<file path="src/rtl/genius_pkg.sv">
// Shared types and constants for the genius sequence game controller.
package genius_pkg;

    localparam int COLOR_W   = 4;
    localparam int STEP_W    = 4;
    localparam int ROUND_W   = 5;
    localparam int MAX_ROUND = 16;
    localparam int TIMER_W   = 32;

    typedef enum logic [2:0] {
        ST_IDLE,
        ST_GAP,
        ST_SHOW,
        ST_INPUT,
        ST_RELEASE,
        ST_WIN,
        ST_FAIL
    } state_t;

endpackage

</file>
<file path="src/rtl/genius_timer.sv">
// Loadable down-counter; done_o is high while the count sits at zero.
module genius_timer
    import genius_pkg::*;
(
    input  logic               clk,
    input  logic               rst_n,
    input  logic               load_i,
    input  logic [TIMER_W-1:0] load_val_i,
    output logic               done_o
);

    logic [TIMER_W-1:0] count_q;
    logic [TIMER_W-1:0] count_d;

    always_comb begin
        count_d = count_q;
        if (load_i) begin
            count_d = load_val_i;
        end else if (count_q != '0) begin
            count_d = count_q - TIMER_W'(1);
        end
    end

    always_ff @(posedge clk or negedge rst_n) begin
        if (!rst_n) begin
            count_q <= '0;
        end else begin
            count_q <= count_d;
        end
    end

    assign done_o = (count_q == '0);

endmodule

</file>
<file path="src/rtl/genius_seq_ctrl.sv">
// Memory-game sequencer: shows a growing colour sequence, then checks player presses.
// Define GENIUS_TIMEOUT_EN to fail a round when no press arrives within TIMEOUT_CYCLES.
module genius_seq_ctrl
    import genius_pkg::*;
#(
    parameter int unsigned SHOW_CYCLES    = 25_000_000,
    parameter int unsigned GAP_CYCLES     = 12_500_000,
    parameter int unsigned TIMEOUT_CYCLES = 250_000_000
) (
    input  logic               clk,
    input  logic               rst_n,
    input  logic               start,
    input  logic [COLOR_W-1:0] btn,
    input  logic [COLOR_W-1:0] rom_data,
    output logic [STEP_W-1:0]  rom_addr,
    output logic [COLOR_W-1:0] leds,
    output logic [ROUND_W-1:0] round,
    output logic               busy,
    output logic               win,
    output logic               fail,
    output state_t             state_o
);

    state_t              state_q, state_d;
    logic [STEP_W-1:0]   step_q, step_d;
    logic [ROUND_W-1:0]  round_q, round_d;
    logic                armed_q, armed_d;
    logic                timer_load;
    logic [TIMER_W-1:0]  timer_load_val;
    logic                timer_done;
    logic                last_step;
    logic                btn_idle;
    logic                press;

    genius_timer u_timer (
        .clk        (clk),
        .rst_n      (rst_n),
        .load_i     (timer_load),
        .load_val_i (timer_load_val),
        .done_o     (timer_done)
    );

    assign last_step = ({1'b0, step_q} == (round_q - ROUND_W'(1)));
    assign btn_idle  = (btn == '0);
    // A press only counts once the buttons have been seen idle inside INPUT.
    assign press     = (state_q == ST_INPUT) && armed_q && !btn_idle;

    always_comb begin
        state_d = state_q;
        step_d  = step_q;
        round_d = round_q;
        case (state_q)
            ST_IDLE, ST_WIN, ST_FAIL: begin
                if (start) begin
                    state_d = ST_GAP;
                    step_d  = '0;
                    round_d = ROUND_W'(1);
                end
            end
            ST_GAP: begin
                if (timer_done) state_d = ST_SHOW;
            end
            ST_SHOW: begin
                if (timer_done) begin
                    if (last_step) begin
                        step_d  = '0;
                        state_d = ST_INPUT;
                    end else begin
                        step_d  = step_q + STEP_W'(1);
                        state_d = ST_GAP;
                    end
                end
            end
            ST_INPUT: begin
                if (press) begin
                    state_d = (btn == rom_data) ? ST_RELEASE : ST_FAIL;
                end
`ifdef GENIUS_TIMEOUT_EN
                else if (timer_done) begin
                    state_d = ST_FAIL;
                end
`endif
            end
            ST_RELEASE: begin
                if (btn_idle) begin
                    if (!last_step) begin
                        step_d  = step_q + STEP_W'(1);
                        state_d = ST_INPUT;
                    end else if (round_q == ROUND_W'(MAX_ROUND)) begin
                        state_d = ST_WIN;
                    end else begin
                        round_d = round_q + ROUND_W'(1);
                        step_d  = '0;
                        state_d = ST_GAP;
                    end
                end
            end
            default: state_d = ST_IDLE;
        endcase
    end

    // Every state change reloads the timer with the duration of the state being entered.
    always_comb begin
        timer_load     = (state_d != state_q);
        timer_load_val = '0;
        case (state_d)
            ST_GAP:   timer_load_val = TIMER_W'(GAP_CYCLES - 1);
            ST_SHOW:  timer_load_val = TIMER_W'(SHOW_CYCLES - 1);
            ST_INPUT: timer_load_val = TIMER_W'(TIMEOUT_CYCLES - 1);
            default:  timer_load_val = '0;
        endcase
    end

    assign armed_d = (state_d == ST_INPUT) &&
                     (btn_idle || ((state_q == ST_INPUT) && armed_q));

    always_ff @(posedge clk or negedge rst_n) begin
        if (!rst_n) begin
            state_q <= ST_IDLE;
            step_q  <= '0;
            round_q <= ROUND_W'(1);
            armed_q <= 1'b0;
        end else begin
            state_q <= state_d;
            step_q  <= step_d;
            round_q <= round_d;
            armed_q <= armed_d;
        end
    end

    always_comb begin
        leds = '0;
        case (state_q)
            ST_SHOW:             leds = rom_data;
            ST_INPUT, ST_RELEASE: leds = btn;
            ST_WIN:              leds = '1;
            default:             leds = '0;
        endcase
    end

    assign rom_addr = step_q;
    assign round    = round_q;
    assign busy     = (state_q == ST_GAP) || (state_q == ST_SHOW) ||
                      (state_q == ST_INPUT) || (state_q == ST_RELEASE);
    assign win      = (state_q == ST_WIN);
    assign fail     = (state_q == ST_FAIL);
    assign state_o  = state_q;

endmodule

</file>
<file path="config.mk">
export PLATFORM = sky130hd
export DESIGN_NAME = genius_seq_ctrl
export DESIGN_NICKNAME = d
export VERILOG_FILES = /design/src/rtl/genius_pkg.sv /design/src/rtl/genius_timer.sv /design/src/rtl/genius_seq_ctrl.sv
export SDC_FILE = /design/constraint.sdc
export NUM_CORES = 1
export LEC_CHECK = 0
export ABC_AREA = 1
export CELL_PAD_IN_SITES_DETAIL_PLACEMENT = 2
export CELL_PAD_IN_SITES_GLOBAL_PLACEMENT = 2
export CORE_AREA = 2 2 104 106
export DETAILED_ROUTE_END_ITERATION = 6
export DIE_AREA = 0 0 106 108
export PLACE_DENSITY = 0.87
export SLEW_MARGIN = 20
export SYNTH_ARGS = -nofsm -noshare
export SYNTH_HDL_FRONTEND = slang
export SYNTH_SLANG_ARGS = --single-unit
</file>
<file path="constraint.sdc">
create_clock -name clk -period 2.6 [get_ports clk]
set_input_delay 0.52 -clock clk [delete_from_list [all_inputs] [get_ports clk]]
set_output_delay 0.52 -clock clk [all_outputs]
set_load 0.05 [all_outputs]
</file>
Yosys cells after proc, flatten, opt, wreduce, memory -nomap -nowiden
Index checks and enable logic that the tools add are counted.
{ "totals": {"word_cells": 73, "output_inout_bits": 19, "in_bits": 11, "regBits": 45} }
{ "classes": {"reduce_logical": 19, "eq_ne": 19, "add_sub_neg": 4, "muxes": 26} }
{ "op_table": {"columns": ["cell", "count"], "rows": [
  ["one-hot mux 28 bit (3 select lines)", 1],
  ["two-way mux 32 bit", 2],
  ["zero test 32 bit", 1],
  ["nonzero test 32 bit", 1],
  ["subtractor 32 x 1 -> 32 bit (second input constant)", 1],
  ["two-way mux 4 bit", 6],
  ["one-hot mux 4 bit (3 select lines)", 2],
  ["two-way mux 3 bit", 7],
  ["two-way mux 5 bit", 4],
  ["one-hot mux 3 bit (5 select lines)", 1],
  ["== test 3 x 2 -> 1 bit (second input constant)", 4],
  ["!= test 2 bit (second input constant)", 5],
  ["one-hot mux 5 bit (2 select lines)", 1],
  ["AND reduction 5 bit", 2],
  ["== test 3 bit (second input constant)", 3],
  ["== test 3 x 1 -> 1 bit (second input constant)", 2],
  ["adder 5 x 1 -> 5 bit (second input constant)", 1],
  ["== test 4 x 5 -> 1 bit", 1],
  ["== test 5 bit (second input constant)", 1],
  ["subtractor 5 x 1 -> 5 bit (second input constant)", 1],
  ["adder 4 x 1 -> 4 bit (second input constant)", 1],
  ["== test 4 bit", 1],
  ["zero test 4 bit", 1],
  ["logical OR 1 bit", 4],
  ["10 further kinds", 14]
]} }

Longest topological paths before layout
Gate-level depths: netlist of run 1.
{ "logic_depth": {"depth_word": 8, "depth_mapped": 18, "ltp_nobuf": 18} }

Cells and area by module
From an unflattened synthesis of run 1, not the netlist that was laid out.
{ "unflattened": {"cells_unflattened": 538, "area_unflattened_um2": 3479.6} }
{ "by_module_without_submodules": {"columns": ["module", "area_per_inst_um2", "cells_each", "seq_area_each_um2", "n_inst"], "rows": [
  ["genius_timer", 2199.6, 327, 800.8, 1],
  ["genius_seq_ctrl", 1280.0, 211, 326.6, 1]
]} }

Worst setup path before layout of run 1
Ideal clock, no wire load.
{ "synth_path": {"path_type": "flip-flop to output port", "start": "register state_q[2], in the netlist state_o[2]", "end": "output leds[0]", "path_stages_with_launch": 6, "arrival_time_ps": 2194, "path_slack_ps": -114, "required_time_ps": 2080, "path_buffers": 1, "path_cell_list": "dfrtp_1 buf_4 inv_2 nor2_1 inv_1 o221ai_1"} }
{ "synth_between": {"word_cells_on_any_way": 6, "cone_classes": "eq/ne (4); mux (1); reduce/logical (1)"} }
{ "synth_rtl": {"columns": ["item", "line", "text"], "rows": [
  ["start, declared", "genius_seq_ctrl.sv:24", "state_t state_q, state_d;"],
  ["start signal, assigned", "genius_seq_ctrl.sv:124", "state_q <= state_d;"],
  ["== test 3 bit", null, null],
  ["named net win", "genius_seq_ctrl.sv:19", "output logic win,"],
  ["one-hot mux 4 bit (3 select lines)", "genius_seq_ctrl.sv:133", "case (state_q)"],
  ["end, declared", "genius_seq_ctrl.sv:16", "output logic [COLOR_W-1:0] leds,"]
]} }
The timed path passes the listed nets, and every way through them passes these cells.

Final worst setup path of run 1
{ "layout_path": {"start": "register state_q[0], in the netlist state_o[0]", "end": "output leds[2]"} }
{ "layout_between": {"elab_chain_len": 3, "word_cells_on_any_way": 6, "cone_classes": "eq/ne (4); mux (1); reduce/logical (1)"} }
{ "layout_lines": {"columns": ["item", "line"], "rows": [
  ["== test 3 x 2 -> 1 bit / == test 3 bit (equally long branches)", "genius_seq_ctrl.sv:133"],
  ["OR reduction 2 bit", "genius_seq_ctrl.sv:133"],
  ["one-hot mux 4 bit (3 select lines) (*)", "genius_seq_ctrl.sv:133"]
]} }
Every way passes the cells marked *; elsewhere a longest branch is shown, timed or not.

==> flow_summary.json, run 1 <==
{
  "routabilityCongestion": 0.787,
  "synth_area_um2": 3310,
  "setup_ws_ns": 0.143,
  "startpoint_type": "flop",
  "cts_buffers": 5,
  "clockRootBuffer": "clkbuf_8",
  "max_freq_mhz": 407,
  "synth_top_area_cell": "dfrtp_1",
  "ant_nets": 0,
  "rows": 37,
  "dp.cells": 631,
  "seq_area_um2": 1130,
  "synthCells": 456,
  "worstSetupPathType": "reg -> out",
  "setup_violations": 0,
  "design_area_um2": 4060,
  "hold_violations": 0,
  "fp.coreArea_um2": 10200,
  "via_per_inst": 4.99,
  "io_pins": 30,
  "grt_antenna_before_repair": 0,
  "grt_overflow": 0,
  "post-dp-hpwl_um": 8500,
  "rsz0062_at_grt": "no",
  "clock-sinks": 45,
  "worst_hold_path_type": "in -> async",
  "ff2ff_path_depth": 14,
  "r2r-end": "u_timer.count_q[16]",
  "ys_ff_latch": 45,
  "worstPathMaxFanout": 6,
  "synthDominantCellAreaShare": 0.332,
  "path_buf_inv": 3,
  "async_flop_share": 1.00,
  "fin_crit_ns": 2.46,
  "die_width_um": 106,
  "powerDensity_nw_per_um2": 1270,
  "crit_path_max_incr_delay_ns": 0.46,
  "synthTopCellsByArea": "dfrtp_1 33%, nand2_1 13%, nor2_1 6.0%, inv_1 5.9%, nand3_1 4.7%",
  "multiInputGateArea_um2": 1940,
  "grt_pass1_vias": 3568,
  "final_core_util": 0.396,
  "clkTransAtPathRegs_ns": 0.09,
  "period_share": 0.945,
  "critPathRequiredTime_ns": 2.08,
  "r2r_setup_slack_ns": 0.21,
  "die_area_um2": 11400,
  "fin_nets": 518,
  "htree_num_levels": 2,
  "yosysSeqAreaShare": 0.340,
  "start_util": 0.324,
  "final_cells": 640,
  "status": "complete, no violations",
  "wire_per_inst_um": 17.4,
  "nFillCells": 1220,
  "worstReg2RegStart": "round[0]",
  "first_iter_violations": 46,
  "dr.pass1.iters": 4,
  "diodes": 0,
  "crit_path_end_kind": "primary output",
  "grt_usage": 0.207,
  "relSlewSlack": 0.595,
  "grt_max_degree": 46,
  "placed_area_um2": 3880,
  "grt_first_pass_wirelength_um": 18500,
  "yosysWarningCount": 0,
  "yosysMostFrequentCell": "nand2_1",
  "critPathTopFamily": "buffers and inverters",
  "postCtsSetupBuffers": 0,
  "cts_tree": "done",
  "io_buffer_count": 29,
  "cts.path.max_buffers": 2,
  "worst-endpoint-arrival_ns": 1.94,
  "p_leak_uw": 0.00198,
  "syn-mean-instance-area_um2": 7.26,
  "cp_cell_sequence": "inv_2 -> nand2_1 -> nor2_2 -> inv_1 -> o221ai_1 -> buf_12",
  "syn_to_final_growth_pct": 22.5,
  "netlist_top_cells_count": "117 x nand2_1, 53 x nor2_1, 52 x inv_1",
  "ys.flop_type": "dfrtp_1",
  "pre_cts_slack_ns": -0.0380,
  "synth_edf_count": 0,
  "clock_latency_ns": 0.32,
  "fp.dieH_um": 108,
  "drt-total-wl_um": 11100,
  "vias": 3191,
  "synth_fp_nets": 471,
  "timing.hold.ws_ns": 0.289,
  "slew_viol_final": 0,
  "post_route_cells_drive_above_1_share": 0.204,
  "max_cap_viol_count": 0,
  "ys_types": 38,
  "cpMaxStageDelayCell": "dfrtp_1",
  "drcViolationCount": 0,
  "skew_ns": 0.00826,
  "worst_slew_pin_slew_ns": 0.607,
  "cts-hold-fix-buffers": 0,
  "vdd.ir_drop.worst_mv": 0.460
}
[what timing repair did]
item | in CTS | in global routing
endpoints found under the setup margin | 2 | 34
pin swaps | 0 | 1
gates cloned | 0 | 1
resized for setup | 1 | 12
[cell families after synthesis]
group	count (synthesis)	share of synthesized area
and+or+nand+nor	264	0.388
buffers and inverters	69	0.0929
AOI/OAI and AO/OA	46	0.0895
DFF	45	0.340
xor gates and xnor gates	28	0.0740
adders and majority gates	4	0.0151
[cell usage in the layout (no fill, tap or decap), types with 3 or more instances in the layout]
| cell | instances |
|---|---|
| nand2_4 | 6 |
| nand3_2 | 5 |
| inv_1 | 51 |
| a21oi_1 | 15 |
| xor2_1 | 17 |
| nor3_1 | 11 |
| o21ai_1 | 3 |
| nor2_1 | 49 |
| o221ai_1 | 3 |
| nand2_2 | 11 |
| nand3_1 | 30 |
| nand3_4 | 3 |
| clkbuf_8 | 5 |
| buf_12 | 6 |
| clkdlybuf4s50_1 | 21 |
| inv_2 | 11 |
| nor2_4 | 6 |
| nand2_1 | 115 |
| xnor2_1 | 11 |
| a21oi_2 | 10 |
| nor2_2 | 13 |
| o21ai_0 | 10 |
| nand4_1 | 10 |
| dfrtp_1 | 44 |
| buf_4 | 16 |
| ha_1 | 3 |
[flip-flops by register name, summed over array words and instances, names as in the netlist]
register and count:
armed_q 1, rom_addr 4, round 5, state_o 3, u_timer.count_q 32
[worst max-delay path by stage]
stage               start                 end  slack [ns]  depth (start not counted)
6_report       state_o[0]             leds[2]        0.14                          6
2_1_floorplan    round[0]  u_timer.count_q[0]        0.08                         17
5_1_grt          round[0]  u_timer.count_q[1]       0.005                         18
3_5_place_dp       btn[0]  u_timer.count_q[0]       -0.04                         15
3_3_place_gp       btn[3]  u_timer.count_q[1]        0.08                         15
4_1_cts        state_o[0]             leds[2]       0.003                          6
[where the power goes]
part / switching, µW / leakage, µW / internal, µW
sequential: 256 / 0.000575 / 944
combinational: 2170 / 0.00135 / 1240
clock: 272 / 0.0000552 / 286
total: 2700 / 0.00198 / 2470
[through the flow]
stage	TNS [ns]	total power [µW]
floorplan	0	3500
global placement	0	4300
detailed placement	-0.145	4500
CTS	0	5120
global route	0	5610
finish	0	5160
[final cells by class]
| class | instances | area share |
|---|---|---|
| multi-input cells | 343 | 0.479 |
| clock inverters | 2 | 0.00864 |
| clock buffers | 6 | 0.0179 |
| inverters | 63 | 0.0589 |
| repair buffers | 45 | 0.115 |
| well taps | 136 | 0.0419 |
| flip-flops and latches | 45 | 0.278 |
[routing by layer]
metal | share of wire | up-vias | track usage
met3 | 0.013 | 12 | 0.0229
met2 | 0.54 | 28 | 0.395
met4 | 0.014 | 0 | 0.0620
met1 | 0.43 | 1606 | 0.243
li1 | - | 1545 | -
met5 | 0 | - | 0
(Power assumes the default switching activity.)
==> run 2, diff against run 1 <==
--- a/config.mk
+++ b/config.mk
@@ -8,10 +8,11 @@
 export ABC_AREA = 1
 export CELL_PAD_IN_SITES_DETAIL_PLACEMENT = 2
 export CELL_PAD_IN_SITES_GLOBAL_PLACEMENT = 2
-export CORE_AREA = 2 2 104 106
+export CORE_AREA = 2 2 98 100
 export DETAILED_ROUTE_END_ITERATION = 6
-export DIE_AREA = 0 0 106 108
-export PLACE_DENSITY = 0.87
+export DIE_AREA = 0 0 100 102
+export DONT_BUFFER_PORTS = 1
+export PLACE_DENSITY = 0.88
 export SLEW_MARGIN = 20
 export SYNTH_ARGS = -nofsm -noshare
 export SYNTH_HDL_FRONTEND = slang
==> run 2 against run 1 <==
Effect of this change:
- register-to-register slack worse by 0.18 ns
- clock-buffer cell count stayed put
- critical endpoint is now u_timer.count_q[22]
- largest cell class unchanged
- die area is 11% lower
- clock skew is 0.0021 ns higher
- maximum frequency is 4.5% lower
- critical path type is now reg -> reg
- highest routed layer unchanged
- cell count is 6.6% lower
- global-route usage is 3.5 points higher
==> flow_summary.json, run 2 (synthesis results as in run 1) <==
{
  "grt_util_met1": 0.301,
  "worstPathMaxFanout": 9,
  "top_register": "u_timer.count_q",
  "grt_first_pass_wirelength_um": 19300,
  "cp_cell_sequence": "nor2_1 -> nand2_1 -> nor2_2 -> nand3_4 -> inv_2 -> nand2_4 -> nand2_4 -> nand3_4 -> nand2_2 -> nand2_4 -> nand2_8 -> buf_4 -> nand3_1 -> a21oi_2",
  "grt_busiest_layer": "met2",
  "p_leak_uw": 0.00189,
  "mostFrequentLayoutCell": "nand2_1",
  "io_buffer_count": 0,
  "cts.path.max_buffers": 2,
  "vias": 3264,
  "grt_pass1_vias": 3658,
  "drt-total-wl_um": 12400,
  "slew_viol_final": 0,
  "die_area_um2": 10200,
  "clock_latency_ns": 0.31,
  "cts_buffers": 5,
  "pre_cts_slack_ns": -0.122,
  "setup_violations": 0,
  "met3_usage": 0.0287,
  "placed_area_um2": 3560,
  "cpMaxStageDelayCell": "dfrtp_1",
  "htree_num_levels": 2,
  "hold_violations": 0,
  "relSlewSlack": 0.683,
  "drcViolationCount": 0,
  "powerDensity_nw_per_um2": 1330,
  "clkTransAtPathRegs_ns": 0.10,
  "max_cap_viol_count": 0,
  "largest_reg_flops": 32,
  "clockRootBuffer": "clkbuf_8",
  "final_cells": 598,
  "cts_tree": "done",
  "final_core_util": 0.420,
  "period_share": 0.989,
  "wire_per_inst_um": 20.7,
  "rows": 35,
  "design_area_um2": 3820,
  "fp.dieH_um": 102,
  "worstSetupPathType": "reg -> reg",
  "first_iter_violations": 171,
  "critPathTopFamily": "simple AND/OR/NAND/NOR gates",
  "start_util": 0.364,
  "grt_usage": 0.242,
  "fin_nets": 501,
  "grt_antenna_before_repair": 0,
  "crit_path_max_incr_delay_ns": 0.44,
  "grt_max_degree": 45,
  "max_freq_mhz": 389,
  "worst_hold_path_type": "in -> async",
  "rsz0062_at_grt": "yes",
  "cpMostUsedCell": "nand2_4",
  "fp.coreArea_um2": 9110,
  "post_route_cells_drive_above_1_share": 0.232,
  "critPathRequiredTime_ns": 2.84,
  "diodes": 0,
  "status": "complete, no violations",
  "fin_crit_ns": 2.57,
  "worst-endpoint-arrival_ns": 2.81,
  "grt_overflow": 0,
  "clock-sinks": 45,
  "vdd.ir_drop.worst_mv": 0.376,
  "routabilityCongestion": 0.813,
  "nFillCells": 1049,
  "timing.hold.ws_ns": 0.0410,
  "path_buf_inv": 2,
  "worst_slew_pin_slew_ns": 0.474,
  "dp.cells": 585,
  "syn_to_final_growth_pct": 15.5,
  "post-dp-hpwl_um": 8540,
  "dr.pass1.iters": 4,
  "via_per_inst": 5.46,
  "die_width_um": 100,
  "mostFrequentLayoutCells": "115 x nand2_1, 50 x inv_1, 48 x nor2_1",
  "startpoint_type": "flop",
  "ant_nets": 0,
  "grtUsageMet2": 0.448,
  "skew_ns": 0.0104,
  "crit_path_end_kind": "flop",
  "io_pins": 30,
  "setup_ws_ns": 0.0274
}
## run 2: cell count changes in the layout (fill, tap and decap cells not counted), moves of 2 or more
cell and change:
clkdlybuf4s50_1 -21, buf_4 +11, buf_12 -6, nand2_4 -2
## run 2: per-stage QoR
step / setup TNS [ns] / total power, µW
6_report: 0 / 5090
3_3_place_gp: 0 / 3960
4_1_cts: 0 / 4870
2_1_floorplan: 0 / 3500
3_5_place_dp: -1.03 / 4180
5_1_grt: -0.736 / 5440
## run 2: final timing paths
path                                  endpoint           startpoint  slack [ns]  depth (start not counted)
max reg2reg                u_timer.count_q[22]  u_timer.count_q[21]        0.03                         14
min in group clk                      round[2]                start        0.51                          3
min                                   round[0]                rst_n        0.04                          0
max in group asynchronous  u_timer.count_q[15]                rst_n        2.34                          1
max                        u_timer.count_q[22]  u_timer.count_q[21]        0.03                         14
min reg2reg                 u_timer.count_q[1]   u_timer.count_q[1]        0.51                          2
## run 2: final cells by class
cell class / instances / area, µm² / area share
timing repair buffer: 29 / 241 / 0.0632
tap: 111 / 139 / 0.0363
inverter: 63 / 249 / 0.0651
sequential: 45 / 1130 / 0.295
multi-input combinational: 342 / 1950 / 0.509
clock inverter: 2 / 37.5 / 0.00982
clock buffer: 6 / 82.6 / 0.0216
## run 2: power breakdown
| group | internal (µW) | switching, µW |
|---|---|---|
| Clock | 313 | 272 |
| Combinational | 1020 | 2270 |
| Sequential | 945 | 263 |
| Total | 2280 | 2800 |
## run 2: repair_timing
| action | in CTS | in global routing |
|---|---|---|
| pin swaps | 0 | 4 |
| buffers inserted | 0 | 4 |
| hold buffers | 1 | 0 |
| gates resized for setup | 5 | 16 |
| endpoints found under the setup margin | 26 | 30 |
| hold endpoints to repair | 44 | 0 |
## run 2: routing by layer
metal  share of wire  wire length (µm)
met1            0.44              5390
met3           0.025               306
met4           0.013               161
met2            0.53              6510
met5               0                 0
==> run 3, diff against run 2 <==
--- a/config.mk
+++ b/config.mk
@@ -13,6 +13,7 @@
 export DIE_AREA = 0 0 100 102
 export DONT_BUFFER_PORTS = 1
 export PLACE_DENSITY = 0.88
+export SETUP_SLACK_MARGIN = 0.1
 export SLEW_MARGIN = 20
 export SYNTH_ARGS = -nofsm -noshare
 export SYNTH_HDL_FRONTEND = slang
==> run 3 against run 2 <==
Effect of this change:
- power up 8.6%
- design area up 5.9%
- combinational power up 12%
- largest cell class unchanged
- hold slack better by 0.0022 ns
==> flow_summary.json, run 3 (synthesis results as in run 1) <==
{
  "status": "complete, no violations",
  "switching_share": 0.559,
  "cts.path.max_buffers": 2,
  "comb_power_share": 0.669,
  "grt_overflow": 0,
  "dp.cells": 586,
  "rows": 35,
  "slew_viol_final": 0,
  "routabilityCongestion": 0.839,
  "relSlewSlack": 0.680,
  "fin_tns_setup_ns": 0,
  "vdd.ir_drop.worst_mv": 0.467,
  "clock-sinks": 45,
  "max_freq_mhz": 394,
  "setup_ws_ns": 0.0596,
  "worstSetupPathType": "reg -> reg",
  "startpoint_type": "flop",
  "fp.coreArea_um2": 9110,
  "worst_hold_path_type": "in -> async",
  "cts_buffers": 5,
  "max_cap_viol_count": 0,
  "powerDensity_nw_per_um2": 1360,
  "grtUsageMet2": 0.431,
  "worst-endpoint-arrival_ns": 2.74,
  "diodes": 0,
  "vias": 3335,
  "wire_per_inst_um": 23.2,
  "pre_cts_slack_ns": -0.164,
  "die_width_um": 100,
  "crit_path_end_kind": "flop",
  "syn_to_final_growth_pct": 22.3,
  "via_per_inst": 5.51,
  "start_util": 0.364,
  "fin_nets": 508,
  "worst_slew_pin_slew_ns": 0.478,
  "clkTransAtPathRegs_ns": 0.10,
  "htree_num_levels": 2,
  "largest_reg_flops": 32,
  "post-dp-hpwl_um": 8150,
  "switchingPower_uw": 3090,
  "worstPathMaxFanout": 6,
  "clock_latency_ns": 0.32,
  "post_route_cells_drive_above_1_share": 0.296,
  "rsz0062_at_grt": "yes",
  "timing.hold.ws_ns": 0.0432,
  "io_pins": 30,
  "ant_nets": 0,
  "first_iter_violations": 205,
  "fin_crit_ns": 2.54,
  "grt_antenna_before_repair": 0,
  "grt_usage": 0.244,
  "drt-total-wl_um": 14100,
  "critPathRequiredTime_ns": 2.80,
  "share_seq_of_total_power": 0.224,
  "grt_busiest_layer": "met2",
  "dr.pass1.iters": 4,
  "fp.dieH_um": 102,
  "top_register": "u_timer.count_q",
  "final_cells": 605,
  "die_area_um2": 10200,
  "setup_violations": 0,
  "drcViolationCount": 0,
  "hold_violations": 0,
  "mostFrequentLayoutCell": "nand2_1",
  "grt_first_pass_wirelength_um": 19200,
  "skew_ns": 0.0103,
  "p_leak_uw": 0.00195,
  "grt_util_met1": 0.305,
  "p_int_uw": 2440,
  "met3_usage": 0.0308,
  "clockPowerShare": 0.106,
  "io_buffer_count": 0,
  "cts_tree": "done",
  "clockRootBuffer": "clkbuf_8",
  "period_share": 0.977,
  "grt_pass1_vias": 3643,
  "grt_max_degree": 45,
  "mostFrequentLayoutCells": "104 x nand2_1, 44 x inv_1, 44 x nor2_1, 44 x dfrtp_1, 29 x buf_4"
}
run 3: cell types whose count changed in the layout (fill, tap and decap cells not counted), sizes merged:
cell,delta
clkinvlp,-1
clkbuf,+2
nand2,+1
buf,+5
run 3: through the flow:
stage | cell area, µm² | utilization | total power, µW
after detailed placement | 3580 | 0.393 | 4160
after global placement | 3580 | 0.393 | 3990
after global routing | 4050 | 0.445 | 5870
after CTS | 3790 | 0.416 | 4970
final | 4050 | 0.445 | 5520
after floorplan | 3320 | - | 3510
run 3: what timing repair did:
action	4_1_cts	5_1_grt
endpoints found under the hold margin	44	0
endpoints found under the setup margin	30	33
setup buffers	0	7
hold buffers	1	0
resized for setup	18	49
pin swaps	2	17
gates cloned	0	3
run 3: worst max-delay path, cell delays in order, from the launching register on:
cell,delay (ns)
dfstp_4,0.65
inv_4,0.04
ha_4,0.23
nand2_2,0.07
inv_2,0.04
nor2_2,0.11
nand2_2,0.08
nor2_4,0.17
nand3_2,0.09
nand2_2,0.11
nor2_4,0.08
nand2_4,0.13
nand2_8,0.11
nor2_4,0.28
clkbuf_16,0.21
a21oi_2,0.04
run 3: per-layer routing:
metal / part of all wire / up-vias
li1: - / 1525
met1: 0.43 / 1700
met2: 0.51 / 75
met3: 0.032 / 35
met4: 0.032 / 0
met5: 0 / -
run 3: cell type report:
cell class                      instances  area, µm²
Fill cell                            1058       5060
Multi-Input combinational cell        343       2080
Inverter                               63        265
Tap cell                              111        139
Sequential cell                        45       1130
Clock inverter                          1       30.0
Timing Repair Buffer                   35        319
Clock buffer                            7       86.3
run 3: power groups by stage:
stage	Combinational, µW	Sequential (µW)	Clock [µW]
2_1_floorplan	2190	1320	0
3_3_place_gp	2800	1180	0
3_5_place_dp	2960	1200	0
4_1_cts	3190	1200	583
5_1_grt	3990	1270	612
6_report	3700	1240	587
run 3: final timing paths:
kind / startpoint / endpoint / slack, ns / cells past startpoint
min reg2reg: u_timer.count_q[1] / u_timer.count_q[1] / 0.51 / 2
max in group asynchronous: rst_n / state_o[2] / 2.33 / 1
min: rst_n / round[0] / 0.04 / 0
max: round[0] / u_timer.count_q[26] / 0.06 / 15
max reg2reg: round[0] / u_timer.count_q[26] / 0.06 / 15
min in group clk: start / round[2] / 0.48 / 3
